## config.mk

```make
export PLATFORM = sky130hd
export DESIGN_NAME = rtc_adj_ctrl
export DESIGN_NICKNAME = d
export VERILOG_FILES = /design/src/rtl/rtc_adj_ctrl.sv
export SDC_FILE = /design/constraint.sdc
export NUM_CORES = 1
export LEC_CHECK = 0
export CORE_ASPECT_RATIO = 0.8
export CORE_MARGIN = 10
export CORE_UTILIZATION = 29
export DETAILED_ROUTE_END_ITERATION = 10
export GPL_ROUTABILITY_DRIVEN = 0
export GPL_TIMING_DRIVEN = 0
export MAX_ROUTING_LAYER = met4
export PLACE_DENSITY_LB_ADDON = 0.3
export SYNTH_ARGS = -nofsm -noshare
export SYNTH_HDL_FRONTEND = slang
export SYNTH_SLANG_ARGS = --single-unit
```

## constraint.sdc

```tcl
create_clock -name clk -period 6.8 [get_ports clk]
set_clock_uncertainty 0.1 [all_clocks]
set_input_delay 1.36 -clock clk [delete_from_list [all_inputs] [get_ports clk]]
set_output_delay 1.36 -clock clk [all_outputs]
set_load 0.01 [all_outputs]
```

## src/rtl/rtc_adj_ctrl.sv

```systemverilog
// rtl/rtc_adj_ctrl.sv - rtc precise-adjustment step sequencer (optional RTC_ADJ_CTRL_ACC_EN)
module rtc_adj_ctrl #(
  parameter logic [7:0]  MAX_STEP_NS = 8'd4,
  parameter logic [31:0] STEP_GAP    = 32'd15
) (
  input  logic        clk,
  input  logic        rst_n,
  input  logic        req_valid,
  output logic        req_ready,
  input  logic [31:0] req_offset,
  input  logic [31:0] req_mark,
  output logic        busy,
  output logic        done,
  output logic        adj_ld,
  output logic [31:0] adj_ld_data,
  output logic [39:0] period_adj,
  input  logic        adj_ld_done
`ifdef RTC_ADJ_CTRL_ACC_EN
  ,
  output logic [31:0] applied_ns
`endif
);

  typedef enum logic [2:0] {
    S_IDLE,
    S_LOAD,
    S_WAIT_LOW,
    S_WAIT_HIGH,
    S_FIN
  } state_t;

  state_t      state_q, state_d;
  logic        sign_q, sign_d;
  logic [31:0] rem_q, rem_d;
  logic [7:0]  step_q, step_d;
  logic        adj_ld_q, adj_ld_d;
  logic [31:0] ld_data_q, ld_data_d;
  logic [7:0]  pa_ns_q, pa_ns_d;
  logic        done_q, done_d;
`ifdef RTC_ADJ_CTRL_ACC_EN
  logic [31:0] acc_q, acc_d;
`endif

  logic [31:0] rem_abs;
  logic [31:0] rem_sub;
  logic [7:0]  step_new;
  logic        sign_new;
  logic [31:0] rem_new;

  // Clamp a remaining magnitude to the per-step limit.
  function automatic logic [7:0] clamp_step(input logic [31:0] r);
    if (r >= {24'd0, MAX_STEP_NS}) clamp_step = MAX_STEP_NS;
    else                           clamp_step = r[7:0];
  endfunction

  // Next-state and step bookkeeping; step values are prepared on entry to LOAD so outputs are registered.
  always_comb begin
    state_d   = state_q;
    sign_d    = sign_q;
    rem_d     = rem_q;
    step_d    = step_q;
    adj_ld_d  = 1'b0;
    ld_data_d = ld_data_q;
    pa_ns_d   = pa_ns_q;
    done_d    = 1'b0;
`ifdef RTC_ADJ_CTRL_ACC_EN
    acc_d     = acc_q;
`endif
    // -2^31 negates to itself, which reads correctly as the unsigned magnitude 2^31.
    rem_abs   = req_offset[31] ? (~req_offset + 32'd1) : req_offset;
    rem_sub   = rem_q - {24'd0, step_q};
    sign_new  = sign_q;
    rem_new   = rem_sub;
    step_new  = clamp_step(rem_sub);

    case (state_q)
      S_IDLE: begin
        if (req_valid) begin
          sign_d   = req_offset[31];
          rem_d    = rem_abs;
          sign_new = req_offset[31];
          rem_new  = rem_abs;
          step_new = clamp_step(rem_abs);
          if (rem_abs == 32'd0) begin
            state_d = S_FIN;
            done_d  = 1'b1;
            pa_ns_d = 8'd0;
          end else begin
            state_d   = S_LOAD;
            adj_ld_d  = 1'b1;
            step_d    = step_new;
            ld_data_d = req_mark;
            pa_ns_d   = sign_new ? (8'd0 - step_new) : step_new;
          end
        end
      end
      S_LOAD: begin
        state_d = S_WAIT_LOW;
      end
      S_WAIT_LOW: begin
        // The rtc keeps adj_ld_done high for a couple of edges after the load strobe.
        if (!adj_ld_done) state_d = S_WAIT_HIGH;
      end
      S_WAIT_HIGH: begin
        if (adj_ld_done) begin
          rem_d = rem_sub;
`ifdef RTC_ADJ_CTRL_ACC_EN
          acc_d = sign_q ? (acc_q - {24'd0, step_q}) : (acc_q + {24'd0, step_q});
`endif
          if (rem_new == 32'd0) begin
            state_d = S_FIN;
            done_d  = 1'b1;
            pa_ns_d = 8'd0;
          end else begin
            state_d   = S_LOAD;
            adj_ld_d  = 1'b1;
            step_d    = step_new;
            ld_data_d = STEP_GAP;
            pa_ns_d   = sign_new ? (8'd0 - step_new) : step_new;
          end
        end
      end
      S_FIN: begin
        state_d = S_IDLE;
      end
      default: begin
        state_d = S_IDLE;
      end
    endcase
  end

  // State and output registers; reset abandons any request in flight.
  always_ff @(posedge clk or negedge rst_n) begin
    if (!rst_n) begin
      state_q   <= S_IDLE;
      sign_q    <= 1'b0;
      rem_q     <= 32'd0;
      step_q    <= 8'd0;
      adj_ld_q  <= 1'b0;
      ld_data_q <= 32'd0;
      pa_ns_q   <= 8'd0;
      done_q    <= 1'b0;
`ifdef RTC_ADJ_CTRL_ACC_EN
      acc_q     <= 32'd0;
`endif
    end else begin
      state_q   <= state_d;
      sign_q    <= sign_d;
      rem_q     <= rem_d;
      step_q    <= step_d;
      adj_ld_q  <= adj_ld_d;
      ld_data_q <= ld_data_d;
      pa_ns_q   <= pa_ns_d;
      done_q    <= done_d;
`ifdef RTC_ADJ_CTRL_ACC_EN
      acc_q     <= acc_d;
`endif
    end
  end

  assign req_ready   = rst_n && (state_q == S_IDLE);
  assign busy        = (state_q != S_IDLE);
  assign done        = done_q;
  assign adj_ld      = adj_ld_q;
  assign adj_ld_data = ld_data_q;
  assign period_adj  = {pa_ns_q, 32'd0};
`ifdef RTC_ADJ_CTRL_ACC_EN
  assign applied_ns  = acc_q;
`endif

endmodule

```

==> results.tsv <==
metric	value	unit
status	finished, final reports clean	
routed_wirelength	25700	um
synthFlopType	dfrtp_1	
synth-edff-count	0	
r2r_end	pa_ns_q[1]	
cp-startpoint	req_offset[16]	
ys_ff_latch	86	
hold_depth	2	
drive_gt1_frac	0.0941	
cts.path.max_buffers	2	
tritoncts	built	
async_flop_share	1.00	
min_path_type	reg2reg	
seq_power_share	0.254	
grt_pass1_wl	40100	um
combPwrFrac	0.592	
grt_overflow_total	0	
fin_setup_tns	0	ns
cts-root-buf	clkbuf_16	
r2r_slack	1.61	ns
vias_per_cell	5.41	
yosysUniqueCellTypes	83	
placed_area	0.00849	sq mm
postCtsSetupBuffers	0	
core-area	0.0235	sq mm
num_antenna_cells	0	
hp-start	rem_q[7]	
startpoint_type	primary input	
clk_latency	0.35	ns
dp_hpwl	20000	um
p_per_area	395	mW/mm^2
setup_viol	0	
vias	7203	
rows	50	
cts_max_level	3	
power_frac_clock	0.154	
period_minus_slack	6.38	ns
slew_headroom	0.274	
grt_pass1_vias	6873	
utilization	0.375	
finalHoldViolations	0	
fmax	0.157	GHz
port_buffers	102	
drc	0	
die_x	193	um
drv_cap	0	
r2r-start	rem_q[7]	
die_area	0.0305	sq mm
slew_viol_final	0	
syn_area	0.00694	sq mm
track_usage	0.171	
clkTransAtPathRegs	0.07	ns
cts-buffers-inserted	9	
fin_area	0.00880	sq mm
max-vdd-ir-drop	181	uV
drt-pass1-iter-count	6	
die_h	158	um
rsz0062_at_grt	no	
yosys_warnings	0	
critPathMaxFanout	8	
nNetsFinal	1095	
syn_to_final_growth	26.9	%
hold_end	rem_q[7]	
grt_max_degree	61	
start_util	0.296	
worstSetupPathType	in2reg	
cts.sinks	86	
antenna_left	0	
leakage	0.00347	uW
p_switching	1670	uW
holdWs	0.386	ns
avgRoutedWirePerCell	19.3	um
ioPinCount	144	
min_period_over_period	0.939	
cts_resized	0	
p_sw_frac	0.481	
antenna_found_initial	0	
critPathRequiredTime	6.99	ns
tightest_slew	1.08	ns
p_int	1810	uW
end_kind	flip-flop	
syn_inst	870	
crit_arrival	6.57	ns
ctsHoldBuffers	0	
first_iter_violations	718	
reg2regPathDepth	14	
yosysSeqAreaShare	0.310	
avgSynthCellArea	7.97	sq um
## synth_stat cells (4+ instances only)
master / number / area, sq um
inv_1: 54 / 203
a31oi_1: 11 / 68.8
o22a_1: 4 / 35.0
nand3_1: 22 / 110
o21ba_2: 4 / 40.0
nor3_1: 35 / 175
mux2_2: 7 / 78.8
o21ai_0: 59 / 295
nor3b_1: 5 / 37.5
buf_2: 4 / 20.0
a32oi_1: 4 / 35.0
o22ai_1: 5 / 31.3
or3_1: 13 / 81.3
ha_1: 11 / 138
o2111ai_1: 7 / 61.3
buf_1: 5 / 18.8
or4_1: 12 / 90.1
o21a_1: 5 / 37.5
dfrtp_1: 86 / 2150
mux2i_1: 33 / 330
buf_4: 33 / 248
nand2_1: 89 / 334
nor2b_1: 6 / 37.5
nand4b_1: 4 / 35.0
a22oi_1: 4 / 30.0
xor2_1: 19 / 166
or2_2: 7 / 43.8
a31o_2: 4 / 35.0
o31ai_1: 10 / 75.1
nor2_1: 73 / 274
xnor2_1: 17 / 149
nand4_1: 14 / 87.6
clkbuf_1: 42 / 158
nand2b_1: 10 / 62.6
a21oi_1: 44 / 220
nor4_1: 19 / 119
and3_1: 7 / 43.8
a22o_1: 5 / 43.8
## worst max-delay path, stage by stage
cell and delay (ns):
clkdlybuf4s50_1 0.49, nor3_1 0.77, nand4_1 0.49, o21ai_0 0.34, xor2_1 0.33, o2111ai_1 0.19, or4_4 0.55, or4_1 0.54
buf_2 0.19, or2_2 0.29, ha_1 0.22, or4_1 0.52, mux2i_1 0.15, a221o_1 0.13
## kinds of logic after synthesis
family                   count (synthesis)  share of synthesized area
flip-flops                              86                      0.310
multiplexers                            40                     0.0590
AO/OA/AOI/OAI                          215                      0.211
adder cells (fa/ha/maj)                 12                     0.0227
AND/OR/NAND/NOR                        339                      0.253
other                                    1                   0.000541
XOR/XNOR                                36                     0.0455
buffers and inverters                  141                     0.0981
## per-layer routing
| metal | track usage | vias to the layer above | share of wire |
|---|---|---|---|
| met5 | - | - | 0 |
| met2 | 0.235 | 344 | 0.42 |
| met4 | 0.0347 | 0 | 0.015 |
| met3 | 0.0527 | 26 | 0.10 |
| li1 | - | 3380 | - |
| met1 | 0.240 | 3453 | 0.47 |
## through the flow
| step | power, uW | std cells | setup slack (ns) |
|---|---|---|---|
| floorplan | 2130 | 901 | 1.42 |
| global placement | 2900 | 1315 | -0.573 |
| detailed placement | 2900 | 1316 | 0.198 |
| CTS | 3460 | 1332 | 0.573 |
| global route | 3730 | 1332 | 0.212 |
| finish | 3480 | 1332 | 0.416 |
## placed cells by master, fill, tap and decap left out, types with 5 or more instances in the layout
master           count
ha_1                11
o2111ai_1            7
nand2_1             89
mux2i_1             33
a31oi_1             11
conb_1              32
nand4_1             14
nand2b_1            10
or4_1               12
o22ai_1              5
nor2b_1              6
buf_4               34
xnor2_1             17
nor3b_1              5
nor4_1              19
clkdlybuf4s50_1    101
nand3_1             22
o21ai_0             59
nor3_1              35
buf_1                5
clkbuf_1            42
or3_1               13
and3_1               7
inv_1               54
xor2_1              19
a22o_1               5
dfrtp_1             86
or2_2                7
a21oi_1             44
clkbuf_16            9
o31ai_1             10
mux2_2               7
o21a_1               5
nor2_1              73
## power groups by stage
stage | clock [uW] | sequential, uW | combinational, uW
after floorplan | 0 | 898 | 1230
after global placement | 0 | 883 | 2020
after detailed placement | 0 | 883 | 2020
after CTS | 547 | 880 | 2030
after global routing | 569 | 916 | 2250
final | 536 | 885 | 2060
## registers in the layout, summed over array words and instances (netlist names)
register,flops
done,1
step_q,8
adj_ld,1
sign_q,1
pa_ns_q,8
state_q,3
rem_q,32
adj_ld_data,32
## layout make-up
class	instances	area, sq um
plain buffers	87	478
clock buffers	10	239
clock inverters	6	75.1
fillers	2442	14700
inverters	54	203
multi-input cells	674	4220
flip-flops and latches	86	2150
well taps	312	390
repair buffers	103	1050
## worst max-delay path by stage
stage               slack (ns)  cells after the start         end
global route              0.21                     14  pa_ns_q[2]
CTS                       0.57                     14  pa_ns_q[2]
finish                    0.42                     14  pa_ns_q[2]
floorplan                 1.42                     17  pa_ns_q[2]
global placement         -0.57                      3   req_ready
detailed placement        0.20                     14  pa_ns_q[2]
No activity file was read; power rests on OpenSTA's default activity.
